File: src/rtl/step_pulse_gen_pkg.sv
// Shared types and default widths for the step-pulse generator and the
// motion-command block that drives it.
package step_pkg;

  typedef enum logic {
    ST_IDLE = 1'b0,
    ST_RUN  = 1'b1
  } state_t;

  localparam logic MODE_CONT  = 1'b0;
  localparam logic MODE_BURST = 1'b1;

  localparam int DEF_CH    = 2;
  localparam int DEF_DIV_W = 21;
  localparam int DEF_CNT_W = 16;
  localparam int DEF_PW    = 4;

endpackage

File: src/rtl/step_pulse_gen_chan.sv
// One step-pulse channel: IDLE/RUN FSM, period divider and, when
// STEP_PULSE_GEN_BURST_EN is defined, the burst step counter and done pulse.
module step_chan
  import step_pkg::*;
#(
  parameter int DIV_W = DEF_DIV_W,
  parameter int CNT_W = DEF_CNT_W,
  parameter int PW    = DEF_PW
) (
  input  logic             clk,
  input  logic             rst,
  input  logic             start,
  input  logic             stop,
  input  logic             mode,
  input  logic [DIV_W-1:0] period,
  input  logic [CNT_W-1:0] steps,
  output logic             step_out,
  output logic             busy,
  output logic             done
);

  localparam logic [DIV_W-1:0] P_MIN = DIV_W'(PW + 1);

  state_t           state, state_n;
  logic [DIV_W-1:0] d, d_n;
  logic [DIV_W-1:0] last, last_n;
  logic [DIV_W-1:0] eff;
  logic             done_r, done_n;
  logic             zero_burst;

`ifdef STEP_PULSE_GEN_BURST_EN
  logic             mode_l, mode_n;
  logic [CNT_W-1:0] steps_l, steps_n;
  logic [CNT_W-1:0] s, s_n;

  // A zero-length burst holds RUN for one silent cycle before reporting done.
  assign zero_burst = (mode_l == MODE_BURST) && (steps_l == '0);
`else
  logic unused_cfg;
  assign unused_cfg = ^{mode, steps};
  assign zero_burst = 1'b0;
`endif

  always_ff @(posedge clk or negedge rst) begin
    if (!rst) begin
      state   <= ST_IDLE;
      d       <= '0;
      last    <= '0;
      done_r  <= 1'b0;
`ifdef STEP_PULSE_GEN_BURST_EN
      mode_l  <= MODE_CONT;
      steps_l <= '0;
      s       <= '0;
`endif
    end else begin
      state   <= state_n;
      d       <= d_n;
      last    <= last_n;
      done_r  <= done_n;
`ifdef STEP_PULSE_GEN_BURST_EN
      mode_l  <= mode_n;
      steps_l <= steps_n;
      s       <= s_n;
`endif
    end
  end

  always_comb begin
    state_n = state;
    d_n     = d;
    last_n  = last;
    done_n  = 1'b0;
    eff     = (period < P_MIN) ? P_MIN : period;
`ifdef STEP_PULSE_GEN_BURST_EN
    mode_n  = mode_l;
    steps_n = steps_l;
    s_n     = s;
`endif
    case (state)
      ST_IDLE: begin
        if (start && !stop) begin
          state_n = ST_RUN;
          d_n     = '0;
          last_n  = eff - DIV_W'(1);
`ifdef STEP_PULSE_GEN_BURST_EN
          mode_n  = mode;
          steps_n = steps;
          s_n     = '0;
`endif
        end
      end
      ST_RUN: begin
        if (stop) begin
          state_n = ST_IDLE;
          d_n     = '0;
        end else if (zero_burst) begin
          state_n = ST_IDLE;
          d_n     = '0;
          done_n  = 1'b1;
        end else if (d == last) begin
          d_n = '0;
`ifdef STEP_PULSE_GEN_BURST_EN
          if (mode_l == MODE_BURST) begin
            if (s == steps_l - CNT_W'(1)) begin
              state_n = ST_IDLE;
              done_n  = 1'b1;
              s_n     = '0;
            end else begin
              s_n = s + CNT_W'(1);
            end
          end
`endif
        end else begin
          d_n = d + DIV_W'(1);
        end
      end
      default: state_n = ST_IDLE;
    endcase
  end

  assign busy     = (state == ST_RUN);
  assign step_out = busy && (d < DIV_W'(PW)) && !zero_burst;
  assign done     = done_r;

endmodule

File: src/rtl/step_pulse_gen.sv
// Multi-channel step-pulse generator: CH independent step_chan instances.
// Burst mode is built only when STEP_PULSE_GEN_BURST_EN is defined.
module step_pulse_gen
  import step_pkg::*;
#(
  parameter int CH    = DEF_CH,
  parameter int DIV_W = DEF_DIV_W,
  parameter int CNT_W = DEF_CNT_W,
  parameter int PW    = DEF_PW
) (
  input  logic                clk,
  input  logic                rst,
  input  logic [CH-1:0]       start,
  input  logic [CH-1:0]       stop,
  input  logic [CH-1:0]       mode,
  input  logic [CH*DIV_W-1:0] period,
  input  logic [CH*CNT_W-1:0] steps,
  output logic [CH-1:0]       step_out,
  output logic [CH-1:0]       busy,
  output logic [CH-1:0]       done
);

  for (genvar i = 0; i < CH; i++) begin : g_chan
    step_chan #(
      .DIV_W(DIV_W),
      .CNT_W(CNT_W),
      .PW   (PW)
    ) u_chan (
      .clk     (clk),
      .rst     (rst),
      .start   (start[i]),
      .stop    (stop[i]),
      .mode    (mode[i]),
      .period  (period[i*DIV_W +: DIV_W]),
      .steps   (steps[i*CNT_W +: CNT_W]),
      .step_out(step_out[i]),
      .busy    (busy[i]),
      .done    (done[i])
    );
  end

endmodule

File: config.mk
export PLATFORM = sky130hd
export DESIGN_NAME = step_pulse_gen
export DESIGN_NICKNAME = d
export VERILOG_FILES = /design/src/rtl/step_pulse_gen_pkg.sv /design/src/rtl/step_pulse_gen_chan.sv /design/src/rtl/step_pulse_gen.sv
export SDC_FILE = /design/constraint.sdc
export NUM_CORES = 1
export LEC_CHECK = 0
export CORE_MARGIN = 2
export CORE_UTILIZATION = 45
export DETAILED_ROUTE_END_ITERATION = 16
export HOLD_SLACK_MARGIN = 0.02
export MAX_ROUTING_LAYER = met4
export PLACE_DENSITY = 0.69
export SYNTH_ARGS = -nofsm -noshare
export SYNTH_HDL_FRONTEND = slang
export SYNTH_SLANG_ARGS = --single-unit
File: constraint.sdc
create_clock -name clk -period 2.3 [get_ports clk]
set_input_delay 0.46 -clock clk [delete_from_list [all_inputs] [get_ports clk]]
set_output_delay 0.46 -clock clk [all_outputs]
set_load 0.005 [all_outputs]
After elaboration in Yosys (flattened, before gate mapping)
Index checks and enable logic that the tools add are counted.
- input port bits: 82
- word-level logic and storage cells: 44
- bits in registers: 86
- output and inout port bits: 6
- order comparisons: 4
- eq/ne operators: 4
- add/sub/neg operators: 4
- reduce and logical (&&, ||, !) cells: 8
- mux-type cells: 16
- bitwise gates (word level): 2
- operators with widths (operator ; count):
    21-bit two-way mux ; 8
    21-bit by 3-bit less-than comparator with 1-bit output, second input constant ; 4
    21-bit case mux with 2 select lines ; 2
    21-bit by 1-bit adder with 21-bit output, second input constant ; 2
    21-bit equality test ; 2
    21-bit by 1-bit subtractor with 21-bit output, second input constant ; 2
    1-bit logical AND ; 4
    1-bit two-way mux ; 4
    2-bit by 1-bit inequality test with 1-bit output, second input constant ; 2
    1-bit case mux with 2 select lines ; 2
    2-bit AND reduction ; 2
    1-bit logical NOT ; 2
    1-bit NOT ; 2

Logic depth before layout (Yosys ltp)
Gate-level depths: netlist of the first run.
- word-level depth: 4
- depth in mapped cells: 12
- mapped depth without buffers: 11

Modules after synthesis
From an unflattened synthesis of the first run, not the netlist that was laid out.
- cell total of the unflattened synthesis: 592
- area, all modules: 5302.6 um^2
- modules (own cells, without submodules) (module ; times used ; area each (um^2) ; seq. area each (um^2) ; cells an instance):
    step_chan ; 2 ; 2651.3 ; 1076.0 ; 296

Worst setup path after synthesis of the first run
Ideal clock, no wire load.
- path type: in2reg
- start: in period[30]
- end: reg g_chan[1].u_chan.last[12]
- library setup time: 0.132 ns
- data arrival time: 3.479 ns
- path buffers: 1
- cell stages on the path: 11
- path slack: -1.311 ns
- required time: 2.168 ns
- path through: or4_4 or4_1 buf_2 o31ai_1 ha_1 or3b_2 or3_1 o21bai_1 nor4_1 xnor2_1 o21ai_0
- word-level cells in the longest chain between the ends: 3
- ends and longest elaborated chain (what ; line ; RTL):
    start, declared ; step_pulse_gen.sv:16 ; input logic [CH*DIV_W-1:0] period,
    21-bit by 3-bit less-than comparator with 1-bit output ; step_pulse_gen_chan.sv:73 ; eff = (period < P_MIN) ? P_MIN : period;
    21-bit two-way mux * ; step_pulse_gen_chan.sv:73 ;
    21-bit by 1-bit subtractor with 21-bit output * ; step_pulse_gen_chan.sv:84 ; last_n = eff - DIV_W'(1);
    end signal, assigned ; step_pulse_gen_chan.sv:58 ; last <= last_n;
    end, declared ; step_pulse_gen_chan.sv:26 ; logic [DIV_W-1:0] last, last_n;
Every way passes the cells marked *; elsewhere a longest branch is shown, timed or not.
A chain may end at the register's enable or synchronous reset.

Final worst setup path of the first run
- start: in period[30]
- end: reg g_chan[1].u_chan.last[8]
- word-level cells in the longest chain between the ends: 3
- ends and longest elaborated chain (what ; line):
    21-bit by 3-bit less-than comparator with 1-bit output ; step_pulse_gen_chan.sv:73
    21-bit two-way mux ; step_pulse_gen_chan.sv:73
    21-bit by 1-bit subtractor with 21-bit output ; step_pulse_gen_chan.sv:84
No other way between the ends.

==> impl_metrics.env, run 1 <==
export IMPL_synth_cells=605
export IMPL_drc=0
export IMPL_worst_pin_slew_ns=0.667
export IMPL_via_per_inst=5.53
export IMPL_detailed_place_hpwl_um=9510
export IMPL_syn_to_final_growth_pct=43.5
export IMPL_critPathRequiredTime_ns=2.52
export IMPL_insertion_delay_ns=0.34
export IMPL_fp_coreArea_mm2=0.0114
export IMPL_synth_top_cell_by_area="dfrtp_1"
export IMPL_hp_class="in -> async"
export IMPL_grt_pass1_vias=4789
export IMPL_vdd_drop_max_mv=0.336
export IMPL_yosys_register_bits=86
export IMPL_final_util_pct=65.9
export IMPL_fin_crit_ns=3.12
export IMPL_synth_top_area_share_pct=41.0
export IMPL_initial_utilization_pct=45.9
export IMPL_wl_per_cell_um=15.9
export IMPL_clkTransAtPathRegs_ns=0.06
export IMPL_p_leak_nw=3.33
export IMPL_antenna_found_initial=0
export IMPL_drv_slew=0
export IMPL_grt_ovfl_total=0
export IMPL_cp_start_kind="primary input"
export IMPL_synth_main_ff_cell="dfrtp_1"
export IMPL_antenna_left=0
export IMPL_setup_ws_ns=-0.821
export IMPL_crit_chain="buf_6, or4_4, or4_4, o31ai_4, ha_2, or3b_4, or3_4, o21bai_4, nor3_2, xnor2_1, o21ai_1"
export IMPL_yosys_top_cells_count="87 x nand2_1, 86 x dfrtp_1, 47 x o21ai_0, 41 x nand3_1"
export IMPL_crit_path_top_delay_cell="or4_4"
export IMPL_syn_avg_cell_area_um2=8.67
export IMPL_synth_edf_count=0
export IMPL_crit_fanout=3
export IMPL_num_rows=39
export IMPL_routabilityCongestion=0.869
export IMPL_ys_warn_count=0
export IMPL_vias=4963
export IMPL_drv_cap=0
export IMPL_routed_wl_um=14300
export IMPL_first_pass_iters=5
export IMPL_async_flop_share_pct=100
export IMPL_yosysMostFrequentCell="nand2_1"
export IMPL_die_area_mm2=0.0125
export IMPL_grt_total_usage_pct=22.8
export IMPL_cpMostUsedCell="or4_4"
export IMPL_r2r_start="g_chan[1].u_chan.d[7]"
export IMPL_cts_inserted_buffers=9
export IMPL_antennaDiodeCount=0
export IMPL_mappedNetlistArea_mm2=0.00525
export IMPL_tritoncts="built"
export IMPL_htree_levels=3
export IMPL_hold_viol=0
export IMPL_tns_ns=-7.79
export IMPL_hold_buffers=0
export IMPL_path_class="in -> reg"
export IMPL_die_x_um=112
export IMPL_ys_top_cells_by_area="dfrtp_1 41%, xnor2_1 6.7%, xor2_1 6.3%"
export IMPL_die_h_um=112
export IMPL_p_per_area_mw_per_mm2=501
export IMPL_skew_ns=0.00477
export IMPL_fin_nets=835
export IMPL_outcome="finished with violations"
export IMPL_rr_endpoint="g_chan[1].u_chan.d[18]"
export IMPL_synth_seq_area_share_pct=41.0
export IMPL_nFillCells=892
export IMPL_drtIter0Drc=280
export IMPL_reg2reg_slack_ns=0.15
export IMPL_cp_end_kind="register"
export IMPL_yosysUniqueCellTypes=54
export IMPL_clock_fmax_ghz=0.320
export IMPL_reg2reg_depth=7
export IMPL_setup_viol=24
export IMPL_total_power_mw=3.77
export IMPL_worstSetupStartpoint="period[30]"
export IMPL_fin_crit_sh_pct=136
export IMPL_failed_checks="setup timing"
export IMPL_port_buffers=51
export IMPL_cts_root_buffer="clkbuf_16"
export IMPL_grt_setup_unrepaired="true"
export IMPL_clockBufferDepth=2
export IMPL_cp_arrival_ns=3.34
export IMPL_drive_gt1_share_pct=31.8
export IMPL_max_stage_delay_ns=0.52
export IMPL_relSlewSlack_pct=55.5
export IMPL_grt_pass1_wl_um=22900
export IMPL_clkSinkCount=86
export IMPL_grt_start_max_net_pins=45
export IMPL_io_pins=88
[registers in the layout (all words and copies together), names as in the netlist]
name / cells
g_chan.u_chan.d: 42
g_chan.u_chan.last: 42
g_chan.u_chan.busy: 2
[layout make-up]
| type | instances | area, um2 | share of cell area [%] |
|---|---|---|---|
| clock buffer | 15 | 258 | 3.42 |
| sequential | 86 | 2180 | 28.9 |
| inverter | 8 | 30.0 | 0.399 |
| clock inverter | 1 | 5.00 | 0.0665 |
| tap | 143 | 179 | 2.38 |
| multi-input combinational | 472 | 3380 | 44.9 |
| timing repair buffer | 172 | 1500 | 20.0 |
[placed cells by master, fill, tap and decap left out, types with 22 or more instances in the layout]
cell type and count:
xnor2_1 34, buf_4 110, dfrtp_1 67, nand2_1 83
nor2_1 33, o21ai_1 27, clkdlybuf4s50_1 24, nand3_1 40
xor2_1 35, o21ai_0 22
[critical path: cells and delay by family]
family          cells  cell delay (ns)
buf+inv             1             0.09
fa+ha+maj           1             0.21
xor+xnor            1             0.14
simple gates        5             1.98
compound gates      3             0.46
[per-stage QoR]
step	worst slack, ns	hold WS, ns	std cells	instance area, um2
2_1_floorplan	-1.26	0.164	606	5370
3_3_place_gp	-1.54	0.481	843	6520
3_5_place_dp	-1.65	0.485	843	6520
4_1_cts	-0.899	0.127	875	7180
5_1_grt	-0.887	0.155	897	7530
6_report	-0.821	0.106	897	7530
[what timing repair did]
action / CTS / global route
endpoints found under the setup margin: 36 / 34
buffers inserted: 16 / 24
gates resized for setup: 113 / 48
pin swaps: 40 / 33
[report_power, final]
| group | total [mW] | switching, mW | internal, mW |
|---|---|---|---|
| Combinational | 0.699 | 0.344 | 0.355 |
| Clock | 1.31 | 0.551 | 0.761 |
| Sequential | 1.76 | 0.114 | 1.65 |
| Total | 3.77 | 1.01 | 2.77 |
[worst max-delay path by stage]
stage                                     end  slack [ns]  depth (start not counted)
floorplan           g_chan[1].u_chan.last[12]       -1.26                         11
global placement    g_chan[1].u_chan.last[12]       -1.54                         11
detailed placement  g_chan[1].u_chan.last[12]       -1.65                         11
CTS                 g_chan[1].u_chan.last[12]       -0.90                         11
global route         g_chan[1].u_chan.last[8]       -0.89                         11
finish               g_chan[1].u_chan.last[8]       -0.82                         11
[kinds of logic (layout without fill, tap and decap cells)]
| kind of cell | after synthesis | count (layout) | share of synthesized area (%) |
|---|---|---|---|
| buffers and inverters | 48 | 196 | 4.03 |
| multiplexers | 7 | 7 | 1.38 |
| adder cells (fa/ha/maj) | 4 | 4 | 0.954 |
| other | 1 | 2 | 0.0715 |
| XOR/XNOR | 78 | 78 | 13.0 |
| AND/OR/NAND/NOR | 276 | 276 | 27.2 |
| flip-flops | 86 | 86 | 41.0 |
| AO/OA/AOI/OAI | 105 | 105 | 12.4 |
[layer usage]
| metal | up-vias | wire length [um] | track usage [%] | part of all wire, % |
|---|---|---|---|---|
| met3 | 22 | 680 | 2.18 | 4.8 |
| met2 | 139 | 6900 | 35.4 | 48 |
| met1 | 2373 | 6440 | 31.4 | 45 |
| li1 | 2429 | - | - | - |
| met4 | 0 | 252 | 8.21 | 1.8 |
| met5 | - | 0 | - | 0 |
No activity file was read; power rests on OpenSTA's default activity.
==> run 2: changes to the inputs <==
CTS_BUF_LIST = sky130_fd_sc_hd__clkbuf_2   (was default)
==> run 2 against run 1 <==
  * The run still ends with setup timing left
  * Non-clock buffer count grew 1
  * Fmax grew 6.2%
  * First-iteration DRC count shrank 6.4%
  * Wire length shrank 3.9%
  * Final area shrank 4.0%
  * Worst hold slack gained 0.21 ns
  * Via count shrank 1.0%
  * Sequential power is essentially flat
  * Sequential share of layout area grew 1.3 points
  * Clock-buffer cell count shrank 1
==> impl_metrics.env, run 2 (synthesis gave the netlist of run 1 again) <==
export IMPL_outcome="finished with violations"
export IMPL_failed_checks="setup timing"
export IMPL_max_stage_delay_ns=0.53
export IMPL_reg2reg_slack_ns=0.14
export IMPL_port_buffers=51
export IMPL_die_x_um=112
export IMPL_grt_start_max_net_pins=45
export IMPL_vdd_drop_max_mv=0.228
export IMPL_cp_start_kind="primary input"
export IMPL_clkTransAtPathRegs_ns=0.20
export IMPL_reg2reg_depth=8
export IMPL_vias=4911
export IMPL_drtIter0Drc=262
export IMPL_wl_per_cell_um=15.3
export IMPL_setup_ws_ns=-0.639
export IMPL_cts_root_buffer="clkbuf_2"
export IMPL_setup_viol=14
export IMPL_crit_path_top_delay_cell="or4_4"
export IMPL_detailed_place_hpwl_um=9510
export IMPL_p_leak_nw=3.16
export IMPL_first_pass_iters=5
export IMPL_worst_pin_slew_ns=0.629
export IMPL_hold_viol=0
export IMPL_die_h_um=112
export IMPL_holdPathStages=4
export IMPL_min_to="g_chan[0].u_chan.last[6]"
export IMPL_grt_pass1_vias=4694
export IMPL_hp_class="in -> reg"
export IMPL_cp_end_kind="register"
export IMPL_fin_nets=836
export IMPL_routabilityCongestion=0.869
export IMPL_relSlewSlack_pct=58.1
export IMPL_die_area_mm2=0.0125
export IMPL_drive_gt1_share_pct=30.2
export IMPL_clkSinkCount=86
export IMPL_drc=0
export IMPL_num_rows=39
export IMPL_nFillCells=941
export IMPL_grt_ovfl_total=0
export IMPL_tns_ns=-4.75
export IMPL_antenna_left=0
export IMPL_syn_to_final_growth_pct=37.7
export IMPL_hold_start="period[6]"
export IMPL_fin_crit_ns=2.94
export IMPL_htree_levels=3
export IMPL_p_per_area_mw_per_mm2=425
export IMPL_grt_pass1_wl_um=22300
export IMPL_fp_coreArea_mm2=0.0114
export IMPL_skew_ns=0.0242
export IMPL_final_cell_mix="113 x buf_4, 86 x nand2_1, 64 x dfrtp_1"
export IMPL_insertion_delay_ns=0.52
export IMPL_final_util_pct=63.3
export IMPL_crit_chain="buf_6, or4_4, or4_4, o31ai_4, ha_2, or3b_4, or3_4, o21bai_4, nor3_2, xnor2_1, o21ai_1"
export IMPL_io_pins=88
export IMPL_antenna_found_initial=1
export IMPL_critPathRequiredTime_ns=2.72
export IMPL_mostFrequentLayoutCell="buf_4"
export IMPL_crit_family="simple AND/OR/NAND/NOR gates"
export IMPL_design_area_mm2=0.00723
export IMPL_grt_setup_unrepaired="true"
export IMPL_path_class="in -> reg"
export IMPL_cpMostUsedCell="or4_4"
export IMPL_cp_arrival_ns=3.36
export IMPL_critPathBufInv=1
export IMPL_routed_wl_um=13700
export IMPL_rr_endpoint="g_chan[0].u_chan.d[17]"
export IMPL_grt_total_usage_pct=22.2
export IMPL_tritoncts="built"
export IMPL_r2r_start="g_chan[0].u_chan.d[2]"
export IMPL_drv_slew=0
export IMPL_crit_fanout=3
export IMPL_clock_fmax_ghz=0.340
export IMPL_initial_utilization_pct=45.9
export IMPL_placedInstanceArea_mm2=0.00652
export IMPL_drv_cap=0
export IMPL_fin_crit_sh_pct=128
export IMPL_clockBufferDepth=2
export IMPL_cts_inserted_buffers=9
export IMPL_via_per_inst=5.46
[run 2: changes by cell type in the layout (fill, tap and decap cells not counted), moves of 4 or more]
cell | before | now
clkbuf_2 | 0 | 16
dlymetal6s2s_1 | 15 | 8
o21ai_1 | 27 | 22
xnor2_2 | 6 | 1
clkbuf_1 | 5 | 0
nor4_2 | 11 | 7
clkbuf_16 | 9 | 0
clkdlybuf4s50_1 | 24 | 32
xnor2_1 | 34 | 39
o21ai_0 | 22 | 27
buf_6 | 14 | 10
nor3_2 | 7 | 2
[run 2: area by class of cell]
type	instances	area [um2]	share of cell area, %
Antenna cell	1	2.50	0.0346
Clock buffer	14	70.1	0.970
Clock inverter	2	8.76	0.121
Inverter	8	30.0	0.416
Multi-Input combinational cell	472	3280	45.4
Sequential cell	86	2180	30.2
Tap cell	143	179	2.48
Timing Repair Buffer	173	1480	20.4
[run 2: metal layers]
layer	routed length, um	up-vias	GRT usage [%]	part of all wire [%]
met5	0	-	-	0
met4	197	0	6.91	1.4
met3	777	17	1.85	5.7
met2	6510	158	34.3	47
met1	6230	2315	31.3	45
li1	-	2421	-	-
[run 2: what timing repair did]
item                                   CTS  global route
endpoints found under the hold margin   42             0
pin swaps                               26            24
buffers inserted                        22            16
resized for setup                       80            48
setup endpoints to repair               32            31
hold buffers                             1             0
[run 2: report_power, final]
| part | switching (mW) | total [mW] | leakage (nW) | internal [mW] |
|---|---|---|---|---|
| clock network | 0.470 | 0.632 | 0.0636 | 0.161 |
| logic | 0.332 | 0.678 | 2.01 | 0.346 |
| registers | 0.111 | 1.76 | 1.09 | 1.65 |
[run 2: how the worst max path moves through the flow]
stage	cells past startpoint	slack (ns)	end	start
global route	11	-0.67	g_chan[1].u_chan.last[8]	period[30]
finish	11	-0.64	g_chan[1].u_chan.last[8]	period[30]
floorplan	11	-1.26	g_chan[1].u_chan.last[12]	period[30]
global placement	11	-1.54	g_chan[1].u_chan.last[12]	period[30]
detailed placement	11	-1.65	g_chan[1].u_chan.last[12]	period[30]
CTS	12	-0.65	g_chan[1].u_chan.last[10]	period[30]
[run 2: metrics by stage]
stage               cells  hold WS (ns)  setup WS (ns)  power, mW
global placement      843         0.481          -1.54       2.41
CTS                   882         0.297         -0.653       3.07
finish                899         0.317         -0.639       3.07
floorplan             606         0.164          -1.26       2.10
global route          899         0.292         -0.671       3.23
detailed placement    843         0.485          -1.65       2.44
[run 2: worst reg2reg max path, stage by stage, from the launching register on]
cell	delay [ns]
dfrtp_2	0.49
buf_4	0.18
xnor2_1	0.17
nand4_1	0.13
nor4_2	0.29
a41oi_2	0.18
buf_12	0.21
and3_1	0.17
a221o_1	0.25
==> run 3: changes to the inputs <==
GPL_ROUTABILITY_DRIVEN = 0   (was default)
==> results of run 3 <==
No change in the layout: final DEF, timing and power equal those of run 2.
==> edit 1 (config.mk and constraints of run 2) <==
The option `STEP_PULSE_GEN_BURST_EN` is turned on by a define.
--- a/src/rtl/step_pulse_gen_chan.sv
+++ b/src/rtl/step_pulse_gen_chan.sv
@@ -1,5 +1,7 @@
 // One step-pulse channel: IDLE/RUN FSM, period divider and, when
 // STEP_PULSE_GEN_BURST_EN is defined, the burst step counter and done pulse.
+`define STEP_PULSE_GEN_BURST_EN
+
 module step_chan
   import step_pkg::*;
 #(
Function: changed (Yosys sat finds a counterexample within 4 cycles, from zero or initial values and one cycle with rst low).
==> edit 1 against run 2 <==
The flow still finishes with violations (setup timing); worst setup slack worse by 0.16 ns; non-clock buffer count grew 186; routed wire length rose by 100%; count of clock-buffer cells in the layout is 3 higher; sequential cell count up 68; clock power grew to 2.6 times the old value; first-iteration DRC count up 150%; area after synthesis increased by 85%; total power rose to 2.8 times the old value; die area rose by 81%; via count is 99% higher; cell area increased by 97%; global-route usage grew 3.0 points; combinational power increased to 5.1 times the old value; critical path type is now reg2out; critical endpoint is now step_out[0]; largest power group unchanged.
==> edit 1: results (changes against run 2) <==
metric,value,unit,change
Sw Ratio,38.1,%,was 29.8%
CTS root buffer,clkbuf_2,,unchanged
Cells after DPL,1669,,was 843
worst-case clock buffer depth,2,,unchanged
GR Util All Layers,25.2,%,was 22.2%
register area share after synthesis,39.8,%,was 41.0%
Final WS setup,-0.799,ns,was -0.639 ns
syn avg cell area,8.43,um2,was 8.67 um2
Filler Cell Count,1676,,was 941
first-pass GRT wire length,44.9,mm,was 22.3 mm
post-synthesis mux area share,0.220,%,was 1.38%
synth top area cells,"dfrtp_1, nand2_1, o21ai_0",,"was dfrtp_1, xnor2_1, xor2_1"
TNS Setup,-23.86,ns,was -4.75 ns
fin cells,1755,,was 899
hold_sp,period[28],,was period[6]
1st-pass router iterations,7,,was 5
worst vdd ir,0.000456,V,was 0.000228 V
ratio of cells with drive above 1 in the final layout,35.0,%,was 30.2%
Worst path top cell family by delay,simple AND/OR/NAND/NOR gates,,unchanged
Synth Area in XOR/XNOR,10.4,%,was 13.0%
Place WS,-1.47,ns,was -1.65 ns
Routed WL per cell,15.9,um,was 15.3 um
Worst Path Max Fanout,2,,was 3
Synth Area in Adders,1.03,%,was 0.954%
First DRT Iteration DRCs,650,,was 262
failing checks,setup timing,,unchanged
slowest library cell on the worst path,or4b_4,,was or4_4
fin nets,1555,,was 836
total CTS buffers,17,,was 9
Mapped Nets,1240,,
ys async rst share,100,%,unchanged
Buffers on Ports,87,,was 51
count of different cell masters after synthesis,74,,was 54
Final GP Congestion,0.912,,was 0.869
largest net degree at the start of global routing,53,,was 45
clk slew on worst S/H paths,0.28,ns,was 0.20 ns
critical path startpoint,g_chan[0].u_chan.steps_l[0]$_DFFE_PN0P_,,was period[30]
vias in the first global route,9371,,was 4694
vias per cell,5.57,,was 5.46
post-detail-place hpwl,19.7,mm,was 9.51 mm
H-tree levels,4,,was 3
Synth top cells by count,"nand2_1, dfrtp_1, o21ai_0",,unchanged
Fin Clk Skew,0.0496,ns,was 0.0242 ns
# setup viols final,81,,was 14
Hold WC Path Type,in2reg,,unchanged
post-synthesis compound-gate area fraction,15.9,%,was 12.4%
outcome,finished with violations,,unchanged
"slowest stage delay, CP",0.48,ns,was 0.53 ns
clock latency at the later pin of the worst-skew pair,0.78,ns,was 0.52 ns
crit path DAT,2.64,ns,was 3.36 ns
Synthesis Warnings,0,,unchanged
Leakage,6.23,nW,was 3.16 nW
Slew HR,58.1,%,about the same
top flop regs,"g_chan.u_chan.d x42, g_chan.u_chan.last x42",,
initial antenna violation count,2,,was 1
==> edit 1: cells by family (layout without fill, tap and decap cells) <==
group / Yosys count / count (layout)
AO/OA/AOI/OAI: 239 / 239
adder cells (fa/ha/maj): 8 / 8
multiplexers: 2 / 2
flip-flops: 154 / 154
AND/OR/NAND/NOR: 532 / 536
buffers and inverters: 100 / 424
other: 0 / 2
XOR/XNOR: 115 / 115
==> edit 1: stage by stage <==
step	instance area [um2]	util [%]
5_1_grt	14200	67.4
2_1_floorplan	10100	-
4_1_cts	13500	64.1
3_3_place_gp	12700	60.0
3_5_place_dp	12700	60.0
6_report	14200	67.4
==> edit 1: worst min-delay path: cells and delay by family <==
| family | cells | cell delay [ns] |
|---|---|---|
| buf+inv | 2 | 0.19 |
| xor+xnor | 1 | 0.11 |
| compound gates | 1 | 0.08 |
==> edit 1: what timing repair did <==
action,in CTS,in global routing
pin swaps,48,72
resized for setup,143,141
cloned,5,2
setup buffers,20,25
setup endpoints to repair,90,93
hold buffers,3,0
endpoints found under the hold margin,156,0
==> edit 1: path summary, 6_finish.rpt <==
| kind | endpoint | slack, ns | depth (start not counted) |
|---|---|---|---|
| max in group asynchronous | g_chan[1].u_chan.steps_l[3]$_DFFE_PN0P_ | 1.52 | 3 |
| max reg2reg | g_chan[0].u_chan.s[13]$_DFFE_PN0P_ | -0.77 | 12 |
| min in group asynchronous | g_chan[0].u_chan.last[9]$_DFFE_PN0P_ | 0.11 | 2 |
| max | step_out[0] | -0.80 | 7 |
| min | g_chan[1].u_chan.last[7]$_DFFE_PN0P_ | 0.07 | 4 |
| min reg2reg | g_chan[0].u_chan.last[19]$_DFFE_PN0P_ | 0.54 | 2 |
==> edit 1: layout make-up <==
class	count	share of cell area [%]
Antenna cell	2	0.0352
Clock buffer	17	0.598
Inverter	33	0.889
Timing Repair Buffer	359	21.7
Clock inverter	15	1.19
Sequential cell	154	27.1
Multi-Input combinational cell	900	46.0
Tap cell	275	2.42
==> edit 1: metal layers <==
metal,wire (um),share of wire [%],track usage (%)
met1,12500,45,32.6
met2,13700,49,41.5
met3,1290,4.6,4.55
met4,328,1.2,5.75
met5,0,0,-
==> edit 1: power by group through the flow <==
stage	combinational, mW	clock [mW]	sequential (mW)
after floorplan	1.65	0	3.47
after global placement	2.84	0	3.50
after detailed placement	2.92	0	3.51
after CTS	3.22	1.67	3.48
after global routing	3.75	1.80	3.53
final	3.45	1.64	3.48
==> edit 2 (settings of run 2) <==
Made on the original files. Put a register stage on the output `step_out`, without a reset. The value now appears one clock later. The other outputs are not delayed to match.
--- a/src/rtl/step_pulse_gen.sv
+++ b/src/rtl/step_pulse_gen.sv
@@ -20,6 +20,8 @@
   output logic [CH-1:0]       done
 );
 
+  logic [CH-1:0] step_d;
+
   for (genvar i = 0; i < CH; i++) begin : g_chan
     step_chan #(
       .DIV_W(DIV_W),
@@ -33,11 +35,15 @@
       .mode    (mode[i]),
       .period  (period[i*DIV_W +: DIV_W]),
       .steps   (steps[i*CNT_W +: CNT_W]),
-      .step_out(step_out[i]),
+      .step_out(step_d[i]),
       .busy    (busy[i]),
       .done    (done[i])
     );
   end
 
+  always_ff @(posedge clk) begin
+      step_out <= step_d;
+  end
+
 endmodule
 
Function: changed (Yosys sat finds a counterexample within 4 cycles, from zero or initial values and one cycle with rst low).
==> edit 2 against run 2 <==
Total power is 0.44% higher; clock skew is 0.0074 ns lower; synthesized cell count up 3.0%; cell area decreased by 4.5%; worst setup slack improved by 0.68 ns; critical path depth rose by 2; combinational power fell by 0.9%; sequential share of layout area is 1.6 points higher; area after synthesis rose by 1.8%; sequential cell count is 2 higher; routed wire length shrank 4.1%; critical path type unchanged; critical endpoint is now g_chan[0].u_chan.last[8]$_DFFE_PN0P_; highest routed layer unchanged.
==> edit 2: results (changes against run 2) <==
metric,value,unit,change
post-CTS setup buffers,14,,was 22
Tot Pwr,3.08,mW,was 3.07 mW
Filler Cell Count,998,,was 941
Sw Pwr,0.928,mW,was 0.913 mW
Non-clk bufs,151,,was 173
met3 Use GR,1.71,%,was 1.85%
Synth Area in XOR/XNOR,12.0,%,was 13.0%
ratio of cells with drive above 1 in the final layout,21.9,%,was 30.2%
count of different cell masters after synthesis,52,,was 54
outcome,completed,,was finished with violations
Fin Clk Skew,0.0167,ns,was 0.0242 ns
crit path DAT,2.75,ns,was 3.36 ns
core box area,0.0115,mm2,was 0.0114 mm2
post-cts gate resize count,57,,was 80
vias in the first global route,4730,,was 4694
CTS Sinks,88,,was 86
met1 Use GR,30.6,%,was 31.3%
Reg power frac,58.3,%,was 57.3%
Slew HR,59.9,%,was 58.1%
Worst Path Max Fanout,8,,was 3
DR vias,4950,,was 4911
GRT met2 Usage,33.2,%,was 34.3%
fin nets,834,,was 836
post-detail-place hpwl,9.57,mm,was 9.51 mm
Routed WL per cell,14.7,um,was 15.3 um
clk cell area share,0.906,%,was 1.09%
multi-input gates,491,,was 472
edit 2: worst paths after layout:
path / end / slack [ns] / cells past startpoint / from
setup reg to reg: g_chan[1].u_chan.d[6]$_DFFE_PN0P_ / 0.22 / 7 / g_chan[1].u_chan.d[12]$_DFFE_PN0P_
min in group asynchronous: g_chan[0].u_chan.last[19]$_DFFE_PN0P_ / 0.43 / 2 / rst
hold reg to reg: g_chan[0].u_chan.last[0]$_DFFE_PN0P_ / 0.53 / 2 / g_chan[0].u_chan.last[0]$_DFFE_PN0P_
setup / recovery: g_chan[0].u_chan.last[8]$_DFFE_PN0P_ / 0.04 / 13 / period[18]
max in group asynchronous: g_chan[1].u_chan.last[20]$_DFFE_PN0P_ / 1.24 / 3 / rst
hold / removal: g_chan[0].u_chan.last[6]$_DFFE_PN0P_ / 0.28 / 4 / period[6]
edit 2: worst max-delay path: stages:
cell,delay [ns]
clkdlybuf4s50_1,0.50
nor4_2,0.05
nand4b_1,0.17
nor2b_4,0.06
buf_4,0.17
a21oi_2,0.19
ha_2,0.24
nand2b_4,0.06
buf_6,0.11
or3_4,0.37
nor3_2,0.19
a21oi_1,0.06
o21ai_1,0.13
edit 2: through the flow:
step / worst slack, ns / cells
after detailed placement: -0.925 / 862
final: 0.0383 / 894
after floorplan: -0.611 / 624
after global placement: -0.836 / 862
after global routing: -0.0348 / 894
after CTS: -0.171 / 890
edit 2: cell families (layout without fill, tap and decap cells):
logic type | after synthesis | after routing
flops | 88 | 88
other cells | 1 | 3
buf+inv | 45 | 171
compound gates | 113 | 113
xor+xnor | 73 | 73
mux | 7 | 7
simple gates | 292 | 292
fa+ha+maj | 4 | 4
edit 2: metal layers:
metal  wire length [um]  part of all wire (%)
met3                584                   4.4
met4                273                   2.1
met1               6340                    48
met2               5960                    45
met5                  0                     0
